## src/rtl/nibble_mult_sequencer.sv

```systemverilog
// Multi-cycle unsigned multiplier. Wide operands are split into 4-bit
// nibbles. Each cycle one nibble pair goes through a shared 4x4 array, and
// the shifted partial product is added into a 2W-bit accumulator.
//
// state | meaning
// IDLE  | ready for an operand pair
// MUL   | one nibble pair per cycle, N_NIB^2 cycles
// DONE  | product presented, waiting for the consumer

// Existing 4x4 combinational array multiplier.
module parallel_multiplier (
  input  logic [3:0] a,
  input  logic [3:0] b,
  output logic [7:0] p
);
  assign p = {4'b0000, a} * {4'b0000, b};
endmodule

module nibble_mult_sequencer #(
  parameter int N_NIB = 2
) (
  input  logic                 clk,
  input  logic                 rst_n,
  input  logic                 in_valid,
  output logic                 in_ready,
  input  logic [4*N_NIB-1:0]   in_a,
  input  logic [4*N_NIB-1:0]   in_b,
  input  logic                 abort,
  output logic                 busy,
  output logic                 out_valid,
  input  logic                 out_ready,
  output logic [8*N_NIB-1:0]   out_prod
);
  localparam int W  = 4 * N_NIB;
  localparam int PW = 2 * W;
  localparam int IW = (N_NIB > 1) ? $clog2(N_NIB) : 1;
  localparam logic [IW-1:0] LAST = IW'(N_NIB - 1);

  typedef enum logic [1:0] {
    S_IDLE = 2'd0,
    S_MUL  = 2'd1,
    S_DONE = 2'd2
  } state_t;

  state_t          r_state;
  logic [W-1:0]    r_a;
  logic [W-1:0]    r_b;
  logic [PW-1:0]   r_acc;
  logic [IW-1:0]   r_i;
  logic [IW-1:0]   r_j;
  logic            r_in_ready;
  logic            r_busy;
  logic            r_out_valid;
  logic [PW-1:0]   r_out_prod;

  logic [3:0]      w_a_nib;
  logic [3:0]      w_b_nib;
  logic [7:0]      w_prod;
  logic [IW:0]     w_isum;
  logic [PW-1:0]   w_pp;
  logic [PW-1:0]   w_acc_nxt;
  logic            w_last;

  // Nibble select, shift and accumulate for the current (i, j) step.
  assign w_a_nib   = 4'(r_a >> {r_i, 2'b00});
  assign w_b_nib   = 4'(r_b >> {r_j, 2'b00});
  assign w_isum    = {1'b0, r_i} + {1'b0, r_j};
  assign w_pp      = PW'(w_prod) << {w_isum, 2'b00};
  assign w_acc_nxt = r_acc + w_pp;
  assign w_last    = (r_i == LAST) && (r_j == LAST);

  parallel_multiplier u_mul (
    .a (w_a_nib),
    .b (w_b_nib),
    .p (w_prod)
  );

  // Sequencer FSM with registered handshake outputs.
  always_ff @(posedge clk or negedge rst_n) begin
    if (!rst_n) begin
      r_state     <= S_IDLE;
      r_a         <= '0;
      r_b         <= '0;
      r_acc       <= '0;
      r_i         <= '0;
      r_j         <= '0;
      r_in_ready  <= 1'b1;
      r_busy      <= 1'b0;
      r_out_valid <= 1'b0;
      r_out_prod  <= '0;
    end else begin
      case (r_state)
        S_IDLE: begin
          if (in_valid && !abort) begin
            r_a        <= in_a;
            r_b        <= in_b;
            r_acc      <= '0;
            r_i        <= '0;
            r_j        <= '0;
            r_state    <= S_MUL;
            r_in_ready <= 1'b0;
            r_busy     <= 1'b1;
          end
        end
        S_MUL: begin
          if (abort) begin
            r_state     <= S_IDLE;
            r_in_ready  <= 1'b1;
            r_busy      <= 1'b0;
            r_out_valid <= 1'b0;
          end else begin
            r_acc <= w_acc_nxt;
            if (r_j == LAST) begin
              r_j <= '0;
              r_i <= r_i + 1'b1;
            end else begin
              r_j <= r_j + 1'b1;
            end
            if (w_last) begin
              r_state     <= S_DONE;
              r_out_valid <= 1'b1;
              r_out_prod  <= w_acc_nxt;
            end
          end
        end
        S_DONE: begin
          // abort takes priority; either way the block returns to IDLE
          if (abort || out_ready) begin
            r_state     <= S_IDLE;
            r_in_ready  <= 1'b1;
            r_busy      <= 1'b0;
            r_out_valid <= 1'b0;
          end
        end
        default: begin
          r_state     <= S_IDLE;
          r_in_ready  <= 1'b1;
          r_busy      <= 1'b0;
          r_out_valid <= 1'b0;
        end
      endcase
    end
  end

  assign in_ready  = r_in_ready;
  assign busy      = r_busy;
  assign out_valid = r_out_valid;
  assign out_prod  = r_out_prod;

endmodule
```

## config.mk

```make
export PLATFORM = sky130hd
export DESIGN_NAME = nibble_mult_sequencer
export DESIGN_NICKNAME = d
export VERILOG_FILES = /design/src/rtl/nibble_mult_sequencer.sv
export SDC_FILE = /design/constraint.sdc
export NUM_CORES = 1
export LEC_CHECK = 0
export CORE_UTILIZATION = 45
export DETAILED_ROUTE_END_ITERATION = 12
export PLACE_DENSITY = 0.67
export SLEW_MARGIN = 20
export SYNTH_ARGS = -nofsm -noshare
export SYNTH_HDL_FRONTEND = slang
export SYNTH_SLANG_ARGS = --single-unit
```

## constraint.sdc

```tcl
create_clock -name clk -period 10.64 [get_ports clk]
set_input_delay 2.128 -clock clk [delete_from_list [all_inputs] [get_ports clk]]
set_output_delay 2.128 -clock clk [all_outputs]
set_load 0.1 [all_outputs]
```

[Word-level counts from Yosys, hierarchy flattened]
Cells that the tools add are included.
Operators by class
  $add $sub $neg: 4
  multipliers: 1
  equal/unequal tests: 8
  shifts and indexed selects: 3
  multiplexer cells: 25
  bitwise operators: 2
  reduce and logical (&&, ||, !) cells: 13
Operators by type and width (number)
  16-bit two-way mux: 2
  16-bit one-hot mux with 2 select lines: 1
  16-bit adder: 1
  8-bit by 4-bit << shifter with 16-bit output: 1
  8-bit by 3-bit >> shifter with 4-bit output: 2
  3-bit AND reduction: 5
  1-bit two-way mux: 12
  2-bit inequality test, second input constant: 5
  1-bit one-hot mux with 3 select lines: 3
  4-bit by 4-bit multiplier with 8-bit output: 1
  2-bit two-way mux: 4
  2-bit one-hot mux with 3 select lines: 1
  1-bit one-hot mux with 2 select lines: 2
  4-bit AND reduction: 1
  3-bit inequality test, second input constant: 1
  1-bit adder, second input constant: 2
  1-bit by 1-bit adder with 2-bit output: 1
  2-bit by 1-bit == test with 1-bit output, second input constant: 1
  2-bit == test, second input constant: 1
  1-bit logical AND: 2
  2-bit zero test: 1
  1-bit NOT: 2
  2-bit AND reduction: 1
  2-bit nonzero test: 1
  other kinds (2): 2
Storage, ports and cells
  register bits: 55
  input bits: 21
  word-level logic and storage cells: 66

[Depth between registers and ports, before layout]
Gate-level depths: netlist (run 1).
  depth in word-level cells: 6
  gate-level depth with buffers: 22
  mapped depth without buffers: 21

[Hierarchy]
A second synthesis (run 1) with hierarchy kept.
Unflattened totals
  cell total of the unflattened synthesis: 351
  area, all modules: 3494.6 sq um
By module, submodules not included
  nibble_mult_sequencer: times used 1, cells an instance 300, area an instance 3046.7 sq um, seq. area each 1377.6 sq um
  parallel_multiplier: times used 1, cells an instance 51, area an instance 447.9 sq um, seq. area each 0.0 sq um

[Worst setup path after synthesis (run 1)]
Ideal clock, no wire load.
  path kind: reg2reg
  start point: register r_j
  end point: register r_acc[12]
  arrival: 4.799 ns
  data required time: 10.518 ns
  slack: 5.720 ns
  cell stages (with the launch flop): 19
  path buffers: 1
  period minus slack after synthesis: 4.920 ns
  cell sequence: dfrtp_1 -> clkbuf_1 -> mux2i_1 -> or2_2 -> fa_1 -> inv_1 -> fa_1 -> ha_1 -> a21o_1 -> a2111oi_4 -> xnor2_1 -> nand2b_1 -> a21oi_1 -> ha_1 -> or2_2 -> a31oi_1 -> a211oi_1 -> or3_1 -> a32o_1
On the way
  longest elaborated chain between the ends: 6
Ends and longest elaborated chain
  from (decl): RTL line 50  | logic [IW-1:0] r_j;
  from (signal assigned): RTL line 117  | r_j <= r_j + 1'b1;
  8-bit by 3-bit >> shifter with 4-bit output: RTL line 66  | assign w_b_nib = 4'(r_b >> {r_j, 2'b00});
  4-bit by 4-bit multiplier with 8-bit output: RTL line 16  | assign p = {4'b0000, a} * {4'b0000, b};
  8-bit by 4-bit << shifter with 16-bit output *: RTL line 68  | assign w_pp = PW'(w_prod) << {w_isum, 2'b00};
  16-bit adder *: RTL line 69  | assign w_acc_nxt = r_acc + w_pp;
  16-bit two-way mux *: RTL line 106  | if (abort) begin
  16-bit one-hot mux with 2 select lines *: RTL line 92  | case (r_state)
  to (signal assigned): RTL line 112  | r_acc <= w_acc_nxt;
  to (decl): RTL line 48  | logic [PW-1:0] r_acc;
Every way passes the cells marked *; elsewhere a longest branch is shown, timed or not. The select of a mux whose other input is x is not followed.
A chain may end at the register's enable or synchronous reset.

[Worst setup path in the final report (run 1)]
  start point: register r_j
  end point: register r_out_prod[15] (netlist: out_prod[15])
On the way
  longest elaborated chain between the ends: 4
Ends and longest elaborated chain
  8-bit by 3-bit >> shifter with 4-bit output: RTL line 66
  4-bit by 4-bit multiplier with 8-bit output: RTL line 16
  8-bit by 4-bit << shifter with 16-bit output: RTL line 68
  16-bit adder: RTL line 69
  to (signal assigned): RTL line 122  | r_out_prod <= w_acc_nxt;
  to (decl): RTL line 54  | logic [PW-1:0] r_out_prod;
Several ways; a longest one is shown, not always the timed one.

==> flow_summary.json, run 1 <==
{
  "outcome": "finished, final reports clean",
  "hp-class": "reg -> reg",
  "grt_pass1_vias": 2694,
  "grt_start_max_net_pins": 56,
  "yosys.area.top_type": "dfrtp_1",
  "drt_wl_total_mm": 7.199,
  "ys_types": 49,
  "fin_skew_ns": 0.005761,
  "clock-root-buffer": "clkbuf_8",
  "finalCriticalPeriod_ns": 5.431,
  "synth-edff-count": 0,
  "clock_sinks": 55,
  "clock_path_buffers": 2,
  "cts_tree": "built",
  "dpl.hpwl_mm": 5.486,
  "die_x_um": 90.02,
  "portBuffers": 39,
  "worst_pin_slew_ns": 0.9784,
  "post-place-cells": 479,
  "rows": 31,
  "io_pins": 40,
  "slew_violations": 0,
  "timing.final.crit_share": 0.5105,
  "hold_viol_final": 0,
  "clk_pin_slew_worst_paths_ns": 0.10,
  "relSlewSlack": 0.3457,
  "firstDrtPassIters": 4,
  "critPathRequiredTime_ns": 10.81,
  "cp_max_fo": 9,
  "grt_remaining_overflow": 0,
  "wire_per_inst_um": 14.78,
  "dieArea_mm2": 0.008103,
  "start_util": 0.4730,
  "grt_use_total": 0.1918,
  "clk_latency_ns": 0.31,
  "async_flop_share": 1.000,
  "synth_seq_area_share": 0.3952,
  "num_antenna_cells": 0,
  "coreArea_mm2": 0.007370,
  "drtIter0Drc": 118,
  "finalSetupTns_ns": 0,
  "place_congestion": 0.8526,
  "syn_area_per_cell_um2": 9.847,
  "post-route-drc-count": 0,
  "htree_num_levels": 2,
  "synth_flop_cell": "dfrtp_1",
  "die_h_um": 90.02,
  "cp-start-kind": "flop",
  "setup_viol": 0,
  "synth_top_area_share": 0.3877,
  "synth_common_cells": "54 x dfrtp_1, 39 x nand2_1, 33 x nor2_1",
  "vias": 2668,
  "cts_buffers": 5,
  "yosys_register_bits": 55,
  "maxCapViolCount": 0,
  "nNetsFinal": 441,
  "yosys-top-cells-area": "dfrtp_1 39%, ha_1 10%, mux2_2 5.8%",
  "vias_per_cell": 5.478,
  "synth_nets": 408,
  "post_cts_buffers": 0,
  "antenna_found_initial": 0,
  "area_delta_synth_final_pct": 16.08,
  "path_class": "reg -> reg",
  "fin_cells": 487,
  "yosys_warnings": 0,
  "ctsHoldBuffers": 0,
  "syn_area_mm2": 0.003486,
  "grt_pass1_wl_mm": 12.59,
  "drive_gt1_frac": 0.1160,
  "grt_setup_unrepaired": "no",
  "ant_nets": 0,
  "end_kind": "flop",
  "max_freq_mhz": 184.1,
  "synth_cells": 354,
  "yosysMostFrequentCell": "dfrtp_1",
  "cp.arrival_ns": 5.60,
  "cts_resized": 0
}
## worst paths after layout
kind                              from      endpoint  slack (ns)  cells after the start
max in group asynchronous        rst_n        r_a[4]        8.23                      2
hold / removal             out_prod[0]   out_prod[0]        0.49                      2
min in group asynchronous        rst_n   out_prod[9]        1.94                      2
setup reg to reg                   r_j  out_prod[15]        5.21                     20
hold reg to reg            out_prod[0]   out_prod[0]        0.49                      2
setup / recovery                   r_j  out_prod[15]        5.21                     20
## cell type report
type | instances | area [µm²]
fill | 668 | 3323
multi-input combinational | 271 | 2007
sequential | 55 | 1378
timing repair buffer | 41 | 400.4
tap | 99 | 123.9
clock buffer | 5 | 68.82
inverter | 13 | 48.80
clock inverter | 3 | 20.02
## stage by stage
step                      hold WS [ns]  worst slack [ns]    util  cell area, µm²
after floorplan                 0.4551             5.720       -            3486
after global placement          0.4589             5.299  0.5362            3951
after detailed placement        0.4674             5.249  0.5370            3958
after CTS                       0.4932             5.186  0.5491            4046
after global routing            0.5285             4.791  0.5491            4046
final                           0.4882             5.209  0.5491            4046
## sequential cells by signal, summed over array words and instances (netlist names)
name and cells:
r_state 2, busy 1, out_prod 16, in_ready 1, r_i 1, r_a 8
out_valid 1, r_b 8, r_j 1, r_acc 16
## worst max-delay path: stages (launching register included)
cell,delay (ns)
dfrtp_1,0.57
mux2i_1,0.23
or2_2,0.35
fa_1,0.54
inv_1,0.06
fa_1,0.56
inv_1,0.06
fa_1,0.45
inv_1,0.07
a21o_1,0.11
a21oi_1,0.07
xnor2_1,0.17
mux2i_1,0.20
nor2_1,0.08
ha_1,0.36
nand2_1,0.08
o31a_1,0.34
o31ai_1,0.44
a31oi_1,0.17
xnor2_1,0.29
o21ai_1,0.09
## metal layers
layer,wire length (µm),GRT usage
met5,0,0
met4,43,0.04032
met3,209,0.03046
met2,3690,0.3372
met1,3256,0.2489
## cell families (layout without fill, tap and decap cells)
group	count (synthesis)	after routing	share of synthesized area
AO/OA/AOI/OAI	81	81	0.1630
XOR/XNOR	16	16	0.04020
adder cells (fa/ha/maj)	33	33	0.1292
buffers and inverters	28	62	0.03087
flip-flops	55	55	0.3952
multiplexers	30	30	0.09261
AND/OR/NAND/NOR	111	111	0.1490
## cells in the final DEF, fill, tap and decap left out, drive strengths merged, types with 7 or more instances in the layout
master and instances:
nor2 33, xnor2 11, inv 13, ha 28
dfrtp 54, clkdlybuf4s50 38, a22o 11, nand2 39
o21ai 21, a21oi 17, mux2i 12, mux2 18
or2 7
Power of run 1 is left out: the tool's default activity adds up to more than one toggle a clock period on the data nets, which glitch-free logic cannot reach.
==> run 2, diff against run 1 <==
--- a/config.mk
+++ b/config.mk
@@ -7,7 +7,7 @@
 export LEC_CHECK = 0
 export CORE_UTILIZATION = 45
 export DETAILED_ROUTE_END_ITERATION = 12
-export PLACE_DENSITY = 0.67
+export PLACE_DENSITY = 0.7
 export SLEW_MARGIN = 20
 export SYNTH_ARGS = -nofsm -noshare
 export SYNTH_HDL_FRONTEND = slang
==> constraint.sdc (replaced) <==
create_clock -name clk -period 4.95 [get_ports clk]
set_input_delay 0.99 -clock clk [delete_from_list [all_inputs] [get_ports clk]]
set_output_delay 0.99 -clock clk [all_outputs]
set_load 0.1 [all_outputs]
==> run 2 against run 1 <==
Net effect:
- wire length is 4.8% higher
- setup slack worse by 5.1 ns
- flip-flop and latch count stayed put
- utilization is 3.9 points higher
==> flow_summary.json, run 2 (synthesis gave the netlist of run 1 again) <==
{
  "maxCapViolCount": 0,
  "fin_skew_ns": 0.006120,
  "preCtsSetupSlack_ns": -0.08533,
  "slew_violations": 0,
  "die_h_um": 90.02,
  "vias": 2770,
  "layout_commonest_cell": "dfrtp_1",
  "hold_viol_final": 0,
  "timing.final.crit_share": 0.9702,
  "wl_met3_um": 206,
  "portBuffers": 39,
  "critPathRequiredTime_ns": 5.17,
  "htree_num_levels": 2,
  "clk_pin_slew_worst_paths_ns": 0.11,
  "grt_remaining_overflow": 0,
  "multi_input_area_mm2": 0.002110,
  "antenna_found_initial": 0,
  "grt_pass1_wl_mm": 12.53,
  "clock_sinks": 55,
  "fin_ws_ns": 0.1475,
  "end_kind": "flop",
  "clock_path_buffers": 2,
  "critPathTopFamily": "adder cells",
  "ff_latch_area_mm2": 0.001380,
  "drt_wl_total_mm": 7.545,
  "cp_max_fo": 5,
  "highest_layer": "met4",
  "drtIter0Drc": 128,
  "wire_per_inst_um": 14.79,
  "path_class": "reg -> reg",
  "num_antenna_cells": 0,
  "clock-root-buffer": "clkbuf_8",
  "setup_viol": 0,
  "cp-start-kind": "flop",
  "final_cell_mix": "52 x dfrtp_1, 38 x nand2_1, 38 x clkdlybuf4s50_1",
  "grt_setup_unrepaired": "yes",
  "ctsHoldBuffers": 0,
  "post-route-drc-count": 0,
  "fillers": 619,
  "fin_cells": 510,
  "start_util": 0.4730,
  "path_cells": "mux2i_2 -> or2_4 -> fa_1 -> inv_1 -> fa_1 -> ha_1 -> a21o_1 -> a2111oi_4 -> xnor2_2 -> nand2b_1 -> a21oi_2 -> ha_1 -> or2_4 -> a31oi_4 -> a211oi_1 -> or3_1 -> a32o_1",
  "ant_nets": 0,
  "grt_pass1_vias": 2766,
  "dr_wl_met2_mm": 3.877,
  "cts_buffers": 5,
  "io_pins": 40,
  "clk_latency_ns": 0.32,
  "outcome": "finished, final reports clean",
  "hp-class": "reg -> reg",
  "drive_gt1_frac": 0.2190,
  "whs_ns": 0.4830,
  "rows": 31,
  "coreArea_mm2": 0.007370,
  "worst_pin_slew_ns": 0.9749,
  "nNetsFinal": 464,
  "dpl.hpwl_mm": 5.650,
  "slowest_delay_ns": 0.53,
  "critPathSlowestCell": "fa_1",
  "post-place-cells": 494,
  "dieArea_mm2": 0.008103,
  "grt_start_max_net_pins": 56,
  "die_x_um": 90.02,
  "cts_tree": "built",
  "place_congestion": 0.8828,
  "wl_met1_mm": 3.324,
  "vias_per_cell": 5.431,
  "grt_use_total": 0.1887,
  "cp.arrival_ns": 5.02,
  "finalCriticalPeriod_ns": 4.803,
  "max_freq_mhz": 208.2,
  "firstDrtPassIters": 4,
  "area_delta_synth_final_pct": 24.26,
  "relSlewSlack": 0.3477,
  "critPathBufInv": 1
}
## run 2: cell count changes in the layout (fill, tap and decap cells not counted), moves of 4 or more
cell     change
a21oi_1      -6
a21oi_2      +6
buf_4       +23
or2_2        -4
or2_4        +4
## run 2: worst paths after layout
path | startpoint | to | slack, ns | cells after the start
min | out_prod[5] | out_prod[5] | 0.48 | 2
max in group asynchronous | rst_n | r_i | 3.66 | 2
min in group asynchronous | rst_n | out_prod[9] | 0.78 | 2
min reg2reg | out_prod[5] | out_prod[5] | 0.48 | 2
max | r_i | r_acc[12] | 0.15 | 17
max reg2reg | r_i | r_acc[12] | 0.15 | 17
## run 2: cell type report
type | count | share of cell area
multi-input combinational | 271 | 0.4870
sequential | 55 | 0.3186
timing repair buffer | 64 | 0.1323
tap | 99 | 0.02860
clock buffer | 5 | 0.01589
inverter | 13 | 0.01127
clock inverter | 3 | 0.006355
## run 2: metrics by stage
step,setup TNS [ns],instance area (µm²),utilization
floorplan,0,3486,-
global placement,-0.07307,4064,0.5514
detailed placement,-0.1970,4064,0.5514
CTS,0,4168,0.5655
global route,-0.3982,4332,0.5878
finish,0,4332,0.5878
## run 2: worst register-to-register path, stage by stage, from the launching register on
cell	delay, ns
dfrtp_2	0.48
mux2i_2	0.18
or2_4	0.24
fa_1	0.53
inv_1	0.05
fa_1	0.47
ha_1	0.29
a21o_1	0.20
a2111oi_4	0.41
xnor2_2	0.18
nand2b_1	0.09
a21oi_2	0.15
ha_1	0.28
or2_4	0.28
a31oi_4	0.19
a211oi_1	0.08
or3_1	0.33
a32o_1	0.26
## run 2: timing repair
action | 4_1_cts | 5_1_grt
setup buffers | 0 | 8
endpoints found under the setup margin | 9 | 16
pin swaps | 3 | 20
gates resized for setup | 4 | 25
## run 2: routing by layer
layer  GRT usage  vias up
li1            -     1360
met1      0.2367     1336
met2      0.3340       62
met3     0.02792       12
met4     0.05780        0
met5           0        -
Power of run 2 is left out for the same reason.
==> run 3, diff against run 2 <==
--- a/config.mk
+++ b/config.mk
@@ -5,8 +5,10 @@
 export SDC_FILE = /design/constraint.sdc
 export NUM_CORES = 1
 export LEC_CHECK = 0
+export CORE_MARGIN = 4
 export CORE_UTILIZATION = 45
 export DETAILED_ROUTE_END_ITERATION = 12
+export MAX_ROUTING_LAYER = met4
 export PLACE_DENSITY = 0.7
 export SLEW_MARGIN = 20
 export SYNTH_ARGS = -nofsm -noshare
==> run 3 against run 2 <==
Net effect:
- sequential share of layout area fell by 0.52 points
- largest cell class unchanged
- die area rose by 14%
- non-clock buffer count rose by 4
- fmax rose by 0.43%
- clock-buffer cell count rose by 1
- via count rose by 0.51%
- critical path type unchanged
- final cell count rose by 0.78%
- design area rose by 1.7%
==> flow_summary.json, run 3 (synthesis gave the netlist of run 1 again) <==
{
  "firstDrtPassIters": 4,
  "portBuffers": 39,
  "clock-root-buffer": "clkbuf_8",
  "hp-class": "reg -> reg",
  "vias_per_cell": 5.416,
  "finalSetupTns_ns": 0,
  "grt_start_max_net_pins": 56,
  "cp_max_fo": 6,
  "relSlewSlack": 0.3523,
  "path_class": "reg -> reg",
  "end_kind": "flop",
  "area_delta_synth_final_pct": 26.35,
  "grt_setup_unrepaired": "yes",
  "antenna_found_initial": 0,
  "clock_path_buffers": 2,
  "timing.final.crit_share": 0.9660,
  "rows": 31,
  "fin_skew_ns": 0.01491,
  "place_congestion": 0.8943,
  "slew_violations": 0,
  "clk_latency_ns": 0.32,
  "maxCapViolCount": 0,
  "die_x_um": 96.02,
  "start_util": 0.4705,
  "grt_use_total": 0.1803,
  "critPathRequiredTime_ns": 5.15,
  "post-route-drc-count": 0,
  "grt_pass1_wl_mm": 12.84,
  "placed_cell_area_mm2": 0.004101,
  "clk_pin_slew_worst_paths_ns": 0.10,
  "drtIter0Drc": 135,
  "vias": 2784,
  "cp-start-kind": "flop",
  "drive_gt1_frac": 0.2313,
  "dpl.hpwl_mm": 5.653,
  "final_cell_mix": "52 x dfrtp_1, 38 x nand2_1, 38 x clkdlybuf4s50_1",
  "cts_tree": "built",
  "finalCriticalPeriod_ns": 4.782,
  "io_pins": 40,
  "num_antenna_cells": 0,
  "outcome": "finished, final reports clean",
  "cts_buffers": 5,
  "max_freq_mhz": 209.1,
  "setup_viol": 0,
  "clock_sinks": 55,
  "ant_nets": 0,
  "layout_commonest_cell": "dfrtp_1",
  "htree_num_levels": 2,
  "worst_pin_slew_ns": 0.9685,
  "fin_area_mm2": 0.004404,
  "grt_pass1_vias": 2774,
  "final_util": 0.5945,
  "grt_remaining_overflow": 0,
  "coreArea_mm2": 0.007408,
  "wire_per_inst_um": 14.82,
  "ctsHoldBuffers": 0,
  "dieArea_mm2": 0.009219,
  "die_h_um": 96.02,
  "hold_viol_final": 0,
  "drt_wl_total_mm": 7.616,
  "cp.arrival_ns": 4.98,
  "nNetsFinal": 468
}
[run 3: path summary, 6_finish.rpt]
| check | slack [ns] | depth (start not counted) | start | endpoint |
|---|---|---|---|---|
| setup / recovery | 0.17 | 17 | r_j | r_acc[12] |
| hold / removal | 0.48 | 2 | out_prod[9] | out_prod[9] |
| setup reg to reg | 0.17 | 17 | r_j | r_acc[12] |
| hold reg to reg | 0.48 | 2 | out_prod[9] | out_prod[9] |
| max in group asynchronous | 3.65 | 2 | rst_n | r_j |
| min in group asynchronous | 0.80 | 2 | rst_n | r_acc[11] |
[run 3: critical path, cell delays in order, from the launching register on]
cell and delay (ns):
dfrtp_2 0.48, mux2i_2 0.18, or2_4 0.24, fa_1 0.53, inv_1 0.05, fa_1 0.47
ha_1 0.29, a21o_1 0.22, a2111oi_4 0.35, xnor2_2 0.17, nand2b_1 0.10, a21oi_2 0.19
ha_4 0.23, or2_4 0.25, a31oi_4 0.19, a211oi_2 0.08, or3_4 0.39, a32o_1 0.26
[run 3: routing by layer]
layer | vias up | global-route usage | routed length, µm
met5 | - | - | 0
met4 | 0 | 0.03791 | 135
met3 | 13 | 0.02737 | 243
met2 | 57 | 0.3117 | 3802
met1 | 1346 | 0.2235 | 3434
li1 | 1368 | - | -
[run 3: what timing repair did]
action / 4_1_cts / 5_1_grt
pin swaps: 7 / 16
resized for setup: 8 / 26
setup buffers: 2 / 5
setup endpoints to repair: 8 / 16
[run 3: layout make-up]
| class | count | area [µm²] |
|---|---|---|
| Tap cell | 99 | 123.9 |
| Clock inverter | 2 | 37.54 |
| Sequential cell | 55 | 1380 |
| Clock buffer | 6 | 72.57 |
| Multi-Input combinational cell | 271 | 2138 |
| Inverter | 13 | 48.80 |
| Fill cell | 634 | 3004 |
| Timing Repair Buffer | 68 | 603.1 |
[run 3: through the flow]
stage,hold slack (ns),std cells,setup slack [ns]
floorplan,0.4551,354,0.02971
global placement,0.4591,499,-0.005110
detailed placement,0.4663,499,-0.1343
CTS,0.4915,509,0.01030
global route,0.5268,514,-0.04653
finish,0.4823,514,0.1682
Power of run 3 is left out for the same reason.
